--- config.mk ---
export PLATFORM = sky130hd
export DESIGN_NAME = txfifo_pkt_arbiter
export DESIGN_NICKNAME = d
export VERILOG_FILES = /design/src/rtl/txfifo_pkt_arbiter.sv
export SDC_FILE = /design/constraint.sdc
export NUM_CORES = 1
export LEC_CHECK = 0
export CORE_MARGIN = 1.5
export CORE_UTILIZATION = 50
export DETAILED_ROUTE_END_ITERATION = 8
export PLACE_DENSITY = 0.91
export RECOVER_POWER = 50
export SKIP_CTS_REPAIR_TIMING = 1
export SLEW_MARGIN = 20
export SYNTH_ARGS = -nofsm -noshare
export SYNTH_HDL_FRONTEND = slang
export SYNTH_SLANG_ARGS = --single-unit
--- constraint.sdc ---
create_clock -name sys_clk -period 4.4 [get_ports sys_clk]
set_clock_uncertainty 0.1 [all_clocks]
set_input_delay 0.66 -clock sys_clk [delete_from_list [all_inputs] [get_ports sys_clk]]
set_output_delay 0.66 -clock sys_clk [all_outputs]
set_load 0.05 [all_outputs]
--- src/rtl/txfifo_pkt_arbiter.sv ---
// Round-robin arbiter that frames one packet per grant (4-byte header plus payload)
// onto the single TX FIFO write port of the FT245 protocol master.
module txfifo_pkt_arbiter #(
  parameter int          N_SRC     = 4,
  parameter int          LEN_W     = 16,
  parameter logic [7:0]  SYNC_BYTE = 8'hA5
) (
  input  logic                     sys_clk,
  input  logic                     sys_rst_n,
  input  logic                     en,
  input  logic [N_SRC-1:0]         src_req,
  input  logic [N_SRC*LEN_W-1:0]   src_len,
  output logic [N_SRC-1:0]         src_grant,
  input  logic [N_SRC-1:0]         src_valid,
  input  logic [N_SRC*8-1:0]       src_data,
  output logic [N_SRC-1:0]         src_ready,
  output logic [7:0]               txfifo_data,
  output logic                     txfifo_wr,
  input  logic                     txfifo_full,
  output logic                     busy,
  output logic [15:0]              pkt_cnt
);

  localparam int IDX_W = $clog2(N_SRC);

  typedef enum logic [1:0] {
    S_IDLE = 2'd0,
    S_HDR  = 2'd1,
    S_PAY  = 2'd2
  } state_e;

  state_e            state_q, state_d;
  logic [N_SRC-1:0]  grant_q, grant_d;
  logic [IDX_W-1:0]  idx_q, idx_d;
  logic [IDX_W-1:0]  last_q, last_d;
  logic [LEN_W-1:0]  len_q, len_d;
  logic [LEN_W-1:0]  rem_q, rem_d;
  logic [1:0]        hcnt_q, hcnt_d;
  logic [15:0]       pkt_cnt_q, pkt_cnt_d;

  logic              win_found_s;
  logic [IDX_W-1:0]  win_idx_s;
  logic [LEN_W-1:0]  win_len_s;
  logic              sel_valid_s;
  logic [7:0]        sel_data_s;
  logic [15:0]       len16_s;
  logic              xfer_s;
  int                arb_j;

  // Round-robin search starting one past the last granted source.
  always_comb begin
    win_found_s = 1'b0;
    win_idx_s   = '0;
    arb_j       = 0;
    for (int k = 1; k <= N_SRC; k++) begin
      arb_j = int'(last_q) + k;
      arb_j = (arb_j >= N_SRC) ? (arb_j - N_SRC) : arb_j;
      if (!win_found_s && src_req[arb_j]) begin
        win_found_s = 1'b1;
        win_idx_s   = IDX_W'(arb_j);
      end else begin
        win_found_s = win_found_s;
      end
    end
  end

  // Slice muxes: length of the arbitration winner, payload of the granted source.
  always_comb begin
    win_len_s   = '0;
    sel_valid_s = 1'b0;
    sel_data_s  = 8'h00;
    for (int i = 0; i < N_SRC; i++) begin
      win_len_s   = (win_idx_s == IDX_W'(i)) ? src_len[i*LEN_W +: LEN_W] : win_len_s;
      sel_valid_s = (idx_q == IDX_W'(i)) ? src_valid[i] : sel_valid_s;
      sel_data_s  = (idx_q == IDX_W'(i)) ? src_data[i*8 +: 8] : sel_data_s;
    end
  end

  assign len16_s = 16'(len_q);

  // Next-state and FIFO-side outputs.
  always_comb begin
    state_d     = state_q;
    grant_d     = grant_q;
    idx_d       = idx_q;
    last_d      = last_q;
    len_d       = len_q;
    rem_d       = rem_q;
    hcnt_d      = hcnt_q;
    pkt_cnt_d   = pkt_cnt_q;
    txfifo_wr   = 1'b0;
    txfifo_data = 8'h00;
    src_ready   = '0;
    xfer_s      = 1'b0;
    case (state_q)
      S_IDLE: begin
        if (en && win_found_s) begin
          state_d = S_HDR;
          grant_d = {{(N_SRC-1){1'b0}}, 1'b1} << win_idx_s;
          idx_d   = win_idx_s;
          last_d  = win_idx_s;
          len_d   = win_len_s;
          hcnt_d  = 2'd0;
        end else begin
          state_d = S_IDLE;
        end
      end
      S_HDR: begin
        txfifo_wr = ~txfifo_full;
        case (hcnt_q)
          2'd0:    txfifo_data = SYNC_BYTE;
          2'd1:    txfifo_data = 8'(idx_q);
          2'd2:    txfifo_data = len16_s[7:0];
          2'd3:    txfifo_data = len16_s[15:8];
          default: txfifo_data = 8'h00;
        endcase
        if (!txfifo_full) begin
          hcnt_d = hcnt_q + 2'd1;
          rem_d  = (hcnt_q == 2'd3) ? len_q : rem_q;
          if (hcnt_q == 2'd3 && len_q == '0) begin
            state_d   = S_IDLE;
            grant_d   = '0;
            pkt_cnt_d = pkt_cnt_q + 16'd1;
          end else if (hcnt_q == 2'd3) begin
            state_d = S_PAY;
          end else begin
            state_d = S_HDR;
          end
        end else begin
          state_d = S_HDR;
        end
      end
      S_PAY: begin
        src_ready   = grant_q & {N_SRC{~txfifo_full}};
        txfifo_data = sel_data_s;
        xfer_s      = sel_valid_s & ~txfifo_full;
        txfifo_wr   = xfer_s;
        if (xfer_s) begin
          rem_d = rem_q - LEN_W'(1);
          if (rem_q == LEN_W'(1)) begin
            state_d   = S_IDLE;
            grant_d   = '0;
            pkt_cnt_d = pkt_cnt_q + 16'd1;
          end else begin
            state_d = S_PAY;
          end
        end else begin
          state_d = S_PAY;
        end
      end
      default: begin
        state_d = S_IDLE;
        grant_d = '0;
      end
    endcase
  end

  // State registers; last starts at N_SRC-1 so source 0 wins the first arbitration.
  always_ff @(posedge sys_clk or negedge sys_rst_n) begin
    if (!sys_rst_n) begin
      state_q   <= S_IDLE;
      grant_q   <= '0;
      idx_q     <= '0;
      last_q    <= IDX_W'(N_SRC - 1);
      len_q     <= '0;
      rem_q     <= '0;
      hcnt_q    <= 2'd0;
      pkt_cnt_q <= 16'd0;
    end else begin
      state_q   <= state_d;
      grant_q   <= grant_d;
      idx_q     <= idx_d;
      last_q    <= last_d;
      len_q     <= len_d;
      rem_q     <= rem_d;
      hcnt_q    <= hcnt_d;
      pkt_cnt_q <= pkt_cnt_d;
    end
  end

  assign src_grant = grant_q;
  assign busy      = (state_q != S_IDLE);
  assign pkt_cnt   = pkt_cnt_q;

endmodule

# Word level (Yosys, flattened, before mapping)
# Cells that the tools add are included.
[classes]
add_sub_neg = 11
n_mul = 0
div = 0
order_cmp = 8
eq_ne = 18
shifts = 1
n_mux = 65
n_bitwise = 3
reduce_logical = 21
[op_table]
columns = ["operator", "n"]
rows = [
  ["$mux 16", 11],
  ["$lt 32x4->1 const B", 4],
  ["$mux 32", 4],
  ["$pmux 16 s2", 2],
  ["$mux 8", 4],
  ["$pmux 8 s4", 1],
  ["$mux 4", 6],
  ["$mux 2", 11],
  ["$mux 1", 17],
  ["$add 16x1->16 const B", 1],
  ["$eq 16x1->1 const B", 1],
  ["$logic_not 16->1", 1],
  ["$pmux 8 s2", 1],
  ["$sub 16x1->16 const B", 1],
  ["$eq 2x2->1 const B", 7],
  ["$ne 2x2->1 const B", 6],
  ["$pmux 4 s3", 1],
  ["$sub 3x3->4 const B", 3],
  ["$reduce_and 5->1", 2],
  ["$ge 3x3->1 const B", 3],
  ["$bmux 1 s2", 4],
  ["$eq 2x1->1 const B", 4],
  ["$logic_not 2->1", 4],
  ["$add 2x2->3 const B", 2],
  ["18 further kinds", 26],
]
[word_totals]
ff_bits = 60
latchBits = 0
ramBits = 0
mem_bits_ro = 0
input_bits = 108
output_inout_bits = 34
wordCells = 135
n_memories = 0

# Depth between registers and ports, before layout
# Gate-level depths: netlist of run 1.
[depth]
ltp_word = 21
ltp_mapped = 8
depth_no_buf = 7

# Least setup slack after synthesis of run 1
# No wires, ideal clock.
[synth_timing]
kind = "flip-flop to output port"
start = "register state_q[0]"
end = "output txfifo_wr"
arrival_time_ns = 2.516
setup_slack_ns = 1.124
stages_incl_launch_ff = 7
cell_sequence = "dfrtp_1 -> inv_1 -> ha_1 -> clkbuf_1 -> buf_1 -> a21oi_1 -> nor3b_1"
[synth_between]
elab_chain_len = 2
word_cells_on_any_way = 3
cone_classes = "eq/ne (2); mux (1)"
[synth_rtl]
columns = ["element", "line", "rtl"]
rows = [
  ["start, declared", "32", "state_e state_q, state_d;"],
  ["start signal, assigned", "170", "state_q <= state_d;"],
  ["$eq 2x2->1 / $eq 2x1->1 (equally long branches)", "95", "case (state_q)"],
  ["$pmux 1 s2 *", "95", ""],
  ["end, declared", "18", "output logic txfifo_wr,"],
]
# Mark *: on every way between the ends. The rest lies on a longest branch, timed or not.

# Worst setup path in the final report of run 1
[layout_timing]
start = "register idx_q[0]"
end = "output txfifo_wr"
[layout_between]
elab_chain_len = 7
word_cells_on_any_way = 10
cone_classes = "eq/ne (3); mux (5); bitwise (1); reduce/logical (1)"
[layout_rtl]
columns = ["element", "line", "rtl"]
rows = [
  ["start, declared", "34", "logic [IDX_W-1:0] idx_q, idx_d;"],
  ["start signal, assigned", "172", "idx_q <= idx_d;"],
  ["$logic_not 2->1", "74", "sel_valid_s = (idx_q == IDX_W'(i)) ? src_valid[i] : sel_valid_s;"],
  ["$mux 1 (3 in a row)", "74", ""],
  ["$mux 1 *", "74", ""],
  ["$and 1x1->1 *", "136", "xfer_s = sel_valid_s & ~txfifo_full;"],
  ["$pmux 1 s2 *", "95", ""],
]
# Marked as above.

==> results.toml, run 1 <==
[outcome]
status = "complete, no violations"

[final_layout]
nets = 670
stdcell_count = 658
utilization_pct = 73.9
fillCellCount = 509
drive_gt1_share_pct = 7.19
area_delta_synth_final_pct = 42.2
insertedDiodeCount = 0

[detailed_routing]
first_pass_iters = 5
wl_um = 11800
drt_iter0_drc = 376
drc_errors = 0
routedWlPerCell_um = 17.9
ant_nets = 0
vias_per_cell = 6.12
vias = 4024

[critical_path]
path_cells = "mux4_2 > a21oi_1 > nor3b_1 > clkdlybuf4s50_1"
cp-start-kind = "flop"
ff2ff_setup_slack_ns = 1.36
cp.arrival_ns = 2.75
critPathKind = "reg -> out"
critical-path-max-stage-delay_ns = 0.87
worst_setup_path_end_kind = "output pin"
required_ns = 3.64
worst_path_max_delay_cell = "clkdlybuf4s50_1"
critPathMaxFanout = 11

[pwr]
totalPowerFinal_mw = 3.26
power.density_nw_per_um2 = 568
ir_drop_mv = 0.275
p_leak_nw = 2.46

[timing]
hold_violations = 0
min_period_ns = 3.51
fmax_mhz = 285
rsz0062_at_grt = "false"
drv_slew = 0
setup_viol = 0
period_share_pct = 79.8
tightest_slew_ns = 1.09
setup_tns_ns = 0
slew-limit-headroom_pct = 27.3

[synth]
synth_area_per_cell_sq_um = 9.68
synth_cell_types = 55
synthesis.nets = 536
netlist_area_sq_um = 4040
yosys_warnings = 0
ys_seq_area_share_pct = 37.2
synth_ff_type = "dfrtp_1"
synthCells = 417
synth_seq_cells = 60
synth_edf_count = 0
synthArstFlopShare_pct = 100

[cts]
ctsLongestPathBuffers = 2
cts.sinks = 60
cts_tree = "built"
h-tree-depth = 3
clk_latency_ns = 0.34
path_clk_slew_ns = 0.07
cts_made_buffers = 9
root_buffer = "clkbuf_8"

[floorplanning]
die_h_um = 92.9
core-area_sq_um = 7770
die_area_sq_um = 8620
rows = 32
die_x_um = 92.9
num_io_pins = 142
initial_core_util_pct = 52.0

[worst_hold_path]
hp-class = "in -> async"

[global_route]
grt_start_max_net_pins = 61
antenna_found_initial = 0
grtUsageTotal_pct = 28.6
overflow = 0
grt_pass1_wl_um = 19500
grt_pass1_vias = 3967

[placement]
gp_congestion = 0.905
place_hpwl_um = 8760
io_buffers = 141
placedCellCount = 642

[job]
drv_cap = 0
==> report_power, final <==
part           internal [mW]  switching [mW]  total (mW)
clock network          0.332           0.226       0.557
logic                  0.717           0.909        1.63
registers              0.760           0.317        1.08
total                   1.81            1.45        3.26
==> worst paths after layout <==
check / from / to / cells after the start
setup / recovery: idx_q[0]$_DFFE_PN0P_ / txfifo_wr / 4
hold / removal: sys_rst_n / pkt_cnt[5]$_DFFE_PN0P_ / 2
setup reg to reg: state_q[0]$_DFF_PN0_ / pkt_cnt[14]$_DFFE_PN0P_ / 7
hold reg to reg: pkt_cnt[15]$_DFFE_PN0P_ / pkt_cnt[15]$_DFFE_PN0P_ / 1
max in group asynchronous: sys_rst_n / len16_s[3]$_DFFE_PN0P_ / 2
min in group sys_clk: pkt_cnt[15]$_DFFE_PN0P_ / pkt_cnt[15]$_DFFE_PN0P_ / 1
==> cell usage after synthesis, drive strengths merged, types with 9 or more instances <==
master   n  share of area, %
ha      11               3.4
o221ai  16               3.5
nor4    13               2.2
nand2b  10               1.7
a21oi   25               3.1
nand3   13               1.7
dfrtp   58                36
inv     13               1.2
xor2    10               2.2
nor3    10               1.2
buf      9              0.96
mux4     9               5.0
o22ai   14               2.2
nand2   40               3.7
o21ai   12               1.5
nor2    14               1.3
clkbuf  13               1.2
and2    11               1.7
mux2i   44                11
==> cells by family (layout without fill, tap and decap cells) <==
logic type / after synthesis / count (layout) / synth area share (%)
simple gates: 144 / 144 / 19.6
compound gates: 97 / 97 / 16.6
flops: 60 / 60 / 37.2
mux: 55 / 55 / 16.5
buf+inv: 35 / 174 / 3.38
xor+xnor: 15 / 15 / 3.25
fa+ha+maj: 11 / 11 / 3.41
==> cells in the final DEF, fill, tap and decap left out, types with 13 or more instances in the layout <==
cell	instances
nor2_1	14
dfrtp_1	58
clkdlybuf4s50_1	126
o22ai_1	14
dlygate4sd3_1	14
inv_1	13
a21oi_1	24
mux2i_1	44
nand2_1	40
o221ai_1	16
==> registers in the layout, summed over array words and instances, names as in the netlist <==
signal,flops
state_q,2
src_grant,4
hcnt_q,2
len16_s,16
pkt_cnt,16
rem_q,16
last_q,2
idx_q,2
==> critical path, delay by kind of cell (launching register included) <==
family / cells / cell delay, ns
buffers and inverters: 1 / 0.87
flip-flops: 1 / 0.73
multiplexers: 1 / 0.42
AND/OR/NAND/NOR: 1 / 0.30
AO/OA/AOI/OAI: 1 / 0.09
==> cell type report <==
type	count	area, sq um	share of cell area, %
multi-input combinational	322	2410	41.9
sequential	60	1500	26.2
timing repair buffer	145	1440	25.0
clock buffer	11	141	2.46
tap	102	128	2.22
clock inverter	5	75.1	1.31
inverter	13	48.8	0.850
==> metrics by stage <==
step	worst slack (ns)	instance area, sq um	hold WS [ns]
6_report	0.888	5740	0.355
5_1_grt	0.690	5740	0.409
4_1_cts	0.846	5740	0.374
3_5_place_dp	0.976	5530	0.367
3_3_place_gp	0.966	5520	0.363
2_1_floorplan	1.12	4040	0.264
==> layer usage <==
| layer | GRT usage [%] | vias to the layer above | share of wire (%) |
|---|---|---|---|
| li1 | - | 1847 | - |
| met1 | 35.8 | 1943 | 40 |
| met2 | 48.4 | 199 | 50 |
| met3 | 5.42 | 35 | 6.9 |
| met4 | 11.1 | 0 | 2.7 |
| met5 | 0 | - | 0 |
Note: power is estimated with default switching activity, not from simulation.
==> run 2, diff against run 1 <==
CORE_UTILIZATION = 42   (was 50)
PLACE_DENSITY = 0.81   (was 0.91)
clock period = 2.89 ns   (was 4.4 ns; I/O delays follow)
==> results.toml, run 2 (same netlist as run 1, synthesis figures left out) <==
[outcome]
status = "complete, no violations"

[placement]
io_buffers = 141
placedCellCount = 681
gp_congestion = 0.857
place_hpwl_um = 9330

[global_route]
overflow = 0
grtUsageTotal_pct = 24.2
antenna_found_initial = 0
grt_start_max_net_pins = 36
grt_pass1_wl_um = 19200
grt_pass1_vias = 4000

[final_layout]
fillCellCount = 756
multi_input_area_sq_um = 2410
seqCellArea_sq_um = 1500
nets = 683
utilization_pct = 64.7
mostFrequentLayoutCells = "clkdlybuf4s50_1, dfrtp_1, mux2i_1"
insertedDiodeCount = 0
final_common_cell = "clkdlybuf4s50_1"
area_delta_synth_final_pct = 48.8
drive_gt1_share_pct = 11.1
stdcell_count = 698

[cts]
cts_tree = "built"
path_clk_slew_ns = 0.07
h-tree-depth = 3
ctsLongestPathBuffers = 2
cts.sinks = 60
root_buffer = "clkbuf_8"
clk_latency_ns = 0.36
cts_made_buffers = 9

[pwr]
clkPwrFrac_pct = 16.3
p_sw_mw = 2.26
ir_drop_mv = 0.421
p_int_mw = 2.91
swShare_pct = 43.7
power.density_nw_per_um2 = 860
power_frac_seq_pct = 30.4
p_comb_share_pct = 53.3
p_leak_nw = 2.56

[detailed_routing]
first_pass_iters = 5
dr.max_layer_used = "met4"
wl_um = 11800
met3WireLength_um = 742
drt_iter0_drc = 253
vias_per_cell = 5.78
routedWlPerCell_um = 16.9
wl_met1_um = 4660
vias = 4032
ant_nets = 0
route.met2.wl_um = 6040
drc_errors = 0

[job]
drv_cap = 0

[critical_path]
cp.arrival_ns = 2.09
path_cells = "inv_1 > ha_1 > inv_1 > nor2_1 > a21oi_1 > nor2b_1 > buf_12"
worst_setup_path_end_kind = "output pin"
r2r_start = "state_q[1]$_DFF_PN0_"
cp-startpoint = "state_q[1]$_DFF_PN0_"
critical-path-max-stage-delay_ns = 0.41
critPathMaxFanout = 9
critPathKind = "reg -> out"
reg2reg_depth = 8
required_ns = 2.36
cp_num_buf_inv = 3
worst_path_most_repeated_cell = "inv_1"
crit_family = "buffers and inverters"
worst_path_max_delay_cell = "dfrtp_1"
cp.depth = 7
cp-start-kind = "flop"

[timing]
setup_tns_ns = 0
fmax_mhz = 381
min_period_ns = 2.62
slew-limit-headroom_pct = 9.14
rsz0062_at_grt = "false"
hold_violations = 0
setup_viol = 0
period_share_pct = 90.8
drv_slew = 0
tightest_slew_ns = 1.36

[worst_hold_path]
whs_path_depth = 1
hp-start = "pkt_cnt[15]$_DFFE_PN0P_"
hp-class = "reg -> reg"

[floorplanning]
die_x_um = 101
core-area_sq_um = 9280
rows = 35
num_io_pins = 142
die_h_um = 101
initial_core_util_pct = 43.5
die_area_sq_um = 10200
## run 2: worst paths after layout
path	endpoint	slack (ns)
min in group asynchronous	pkt_cnt[0]$_DFFE_PN0P_	0.73
max in group asynchronous	rem_q[6]$_DFFE_PN0P_	0.95
setup reg to reg	pkt_cnt[10]$_DFFE_PN0P_	0.36
hold reg to reg	pkt_cnt[15]$_DFFE_PN0P_	0.36
hold / removal	pkt_cnt[15]$_DFFE_PN0P_	0.36
setup / recovery	txfifo_data[7]	0.27
## run 2: layout make-up
cell class,count,area share (%)
Clock buffer,9,2.06
Inverter,13,0.812
Sequential cell,60,25.0
Timing Repair Buffer,158,27.7
Clock inverter,7,1.52
Tap cell,129,2.69
Multi-Input combinational cell,322,40.2
## run 2: stage by stage
| stage | area, sq um | setup WS (ns) | total power, mW | hold slack, ns |
|---|---|---|---|---|
| detailed placement | 5800 | 0.153 | 4.32 | 0.356 |
| finish | 6010 | 0.266 | 5.17 | 0.363 |
| global route | 6010 | 0.0729 | 5.46 | 0.387 |
| CTS | 6010 | 0.254 | 5.18 | -0.0383 |
| floorplan | 4040 | 0.315 | 3.26 | 0.0379 |
| global placement | 5800 | 0.256 | 4.24 | 0.351 |
## run 2: power by group through the flow
stage	registers (mW)	logic, mW	clock network, mW
after global routing	1.62	2.96	0.888
after CTS	1.56	2.77	0.853
final	1.57	2.75	0.840
after global placement	1.56	2.68	0
after detailed placement	1.57	2.76	0
after floorplan	1.55	1.71	0
## run 2: worst reg2reg max path: cells and delay by family, from the launching register on
| kind | cells | cell delay [ns] |
|---|---|---|
| buf+inv | 3 | 0.64 |
| flops | 1 | 0.41 |
| fa+ha+maj | 1 | 0.39 |
| simple gates | 2 | 0.37 |
| compound gates | 1 | 0.35 |
| xor+xnor | 1 | 0.14 |
## run 2: routing by layer
| layer | GRT usage (%) | up-vias |
|---|---|---|
| met5 | 0 | - |
| met3 | 5.76 | 36 |
| met2 | 40.9 | 183 |
| met1 | 29.4 | 1931 |
| li1 | - | 1882 |
| met4 | 10.7 | 0 |
==> run 3, diff against run 2 <==
CELL_PAD_IN_SITES_DETAIL_PLACEMENT = 2   (was not set)
CELL_PAD_IN_SITES_GLOBAL_PLACEMENT = 2   (was not set)
CORE_UTILIZATION = 24   (was 42)
PLACE_DENSITY = 0.79   (was 0.81)
RECOVER_POWER = not set   (was 50)
==> results.toml, run 3 (same netlist as run 1, synthesis figures left out) <==
[placement]
place_hpwl_um = 12200
gp_congestion = 0.845
io_buffers = 141

[worst_hold_path]
hp-class = "in -> async"

[timing]
fmax_mhz = 375
whs_ns = -0.0282
min_period_ns = 2.66
hold_violations = 18
rsz0062_at_grt = "false"
slew-limit-headroom_pct = 57.4
setup_viol = 0
drv_slew = 0
tightest_slew_ns = 0.640
period_share_pct = 92.2
setup_tns_ns = 0

[global_route]
antenna_found_initial = 0
grt_pass1_vias = 4728
overflow = 0
grt_pass1_wl_um = 26200
grt_start_max_net_pins = 36
grtUsageTotal_pct = 18.8

[final_layout]
drive_gt1_share_pct = 12.4
final_common_cell = "clkdlybuf4s50_1"
mostFrequentLayoutCells = "clkdlybuf4s50_1, dfrtp_1, mux2i_1"
insertedDiodeCount = 0
area_delta_synth_final_pct = 53.9
fillCellCount = 1751
nets = 685

[critical_path]
critPathMaxFanout = 29
r2r-end = "pkt_cnt[13]$_DFFE_PN0P_"
reg2reg_depth = 6
required_ns = 2.36
worst_setup_path_end_kind = "output pin"
endpoint = "txfifo_wr"
cp-start-kind = "flop"
critPathKind = "reg -> out"
cp.arrival_ns = 2.13
r2r_start = "hcnt_q[1]$_DFFE_PN0P_"
ff2ff_setup_slack_ns = 0.29
cp-startpoint = "state_q[0]$_DFF_PN0_"

[detailed_routing]
vias_per_cell = 5.13
drt_iter0_drc = 231
ant_nets = 0
wl_um = 15800
vias = 4055
drc_errors = 0
routedWlPerCell_um = 20.0
first_pass_iters = 4

[pwr]
power.density_nw_per_um2 = 890
p_leak_nw = 2.58
ir_drop_mv = 0.323
totalPowerFinal_mw = 5.53

[job]
drv_cap = 0

[floorplanning]
die_area_sq_um = 17600
initial_core_util_pct = 24.4
num_io_pins = 142
core-area_sq_um = 16500
die_x_um = 133
rows = 47
die_h_um = 133

[outcome]
status = "finished, violations left"
failed_checks = "hold timing"

[cts]
cts_made_buffers = 9
cts.sinks = 60
root_buffer = "clkbuf_16"
ctsLongestPathBuffers = 2
h-tree-depth = 3
path_clk_slew_ns = 0.06
cts_tree = "built"
clk_latency_ns = 0.33
run 3: final cells by class:
cell class	instances	area [sq um]	area share (%)
well taps	220	275	4.43
flip-flops and latches	60	1500	24.2
clock buffers	10	239	3.85
inverters	13	48.8	0.785
multi-input cells	322	2410	38.9
repair buffers	160	1690	27.2
clock inverters	6	40.0	0.645
run 3: worst max-delay path, cell delays in order, from the launching register on:
cell and delay [ns]:
dfrtp_1 0.41, inv_1 0.11, ha_1 0.32, buf_4 0.38, a21oi_1 0.13, nor3b_2 0.26, buf_12 0.18
run 3: power by group:
| group | switching (mW) | internal, mW | leakage, nW |
|---|---|---|---|
| Clock | 0.403 | 0.601 | 0.138 |
| Combinational | 1.60 | 1.30 | 1.68 |
| Sequential | 0.459 | 1.16 | 0.764 |
run 3: worst min-delay path by stage:
stage,to,slack [ns],cells past startpoint
detailed placement,len16_s[10]$_DFFE_PN0P_,0.34,1
global placement,len16_s[10]$_DFFE_PN0P_,0.32,1
finish,len16_s[10]$_DFFE_PN0P_,-0.03,1
floorplan,hcnt_q[0]$_DFFE_PN0P_,0.04,0
global route,len16_s[10]$_DFFE_PN0P_,0.005,1
CTS,len16_s[10]$_DFFE_PN0P_,-0.02,1
run 3: metal layers:
layer	up-vias	share of wire [%]	GRT usage, %
met5	-	0	0
met4	0	1.3	4.27
met3	16	4.8	3.83
met2	114	53	34.4
met1	2049	41	22.6
li1	1876	-	-
run 3: per-stage QoR:
| step | std cells | instance area, sq um | setup WS (ns) | hold WS (ns) | util (%) |
|---|---|---|---|---|---|
| 6_report | 791 | 6210 | 0.226 | -0.0282 | 37.6 |
| 5_1_grt | 791 | 6210 | 0.0768 | 0.00507 | 37.6 |
| 4_1_cts | 791 | 6210 | 0.206 | -0.0169 | 37.6 |
| 3_5_place_dp | 775 | 5930 | 0.0481 | 0.337 | 35.9 |
| 3_3_place_gp | 775 | 5930 | 0.200 | 0.320 | 35.9 |
| 2_1_floorplan | 417 | 4040 | 0.315 | 0.0379 | - |
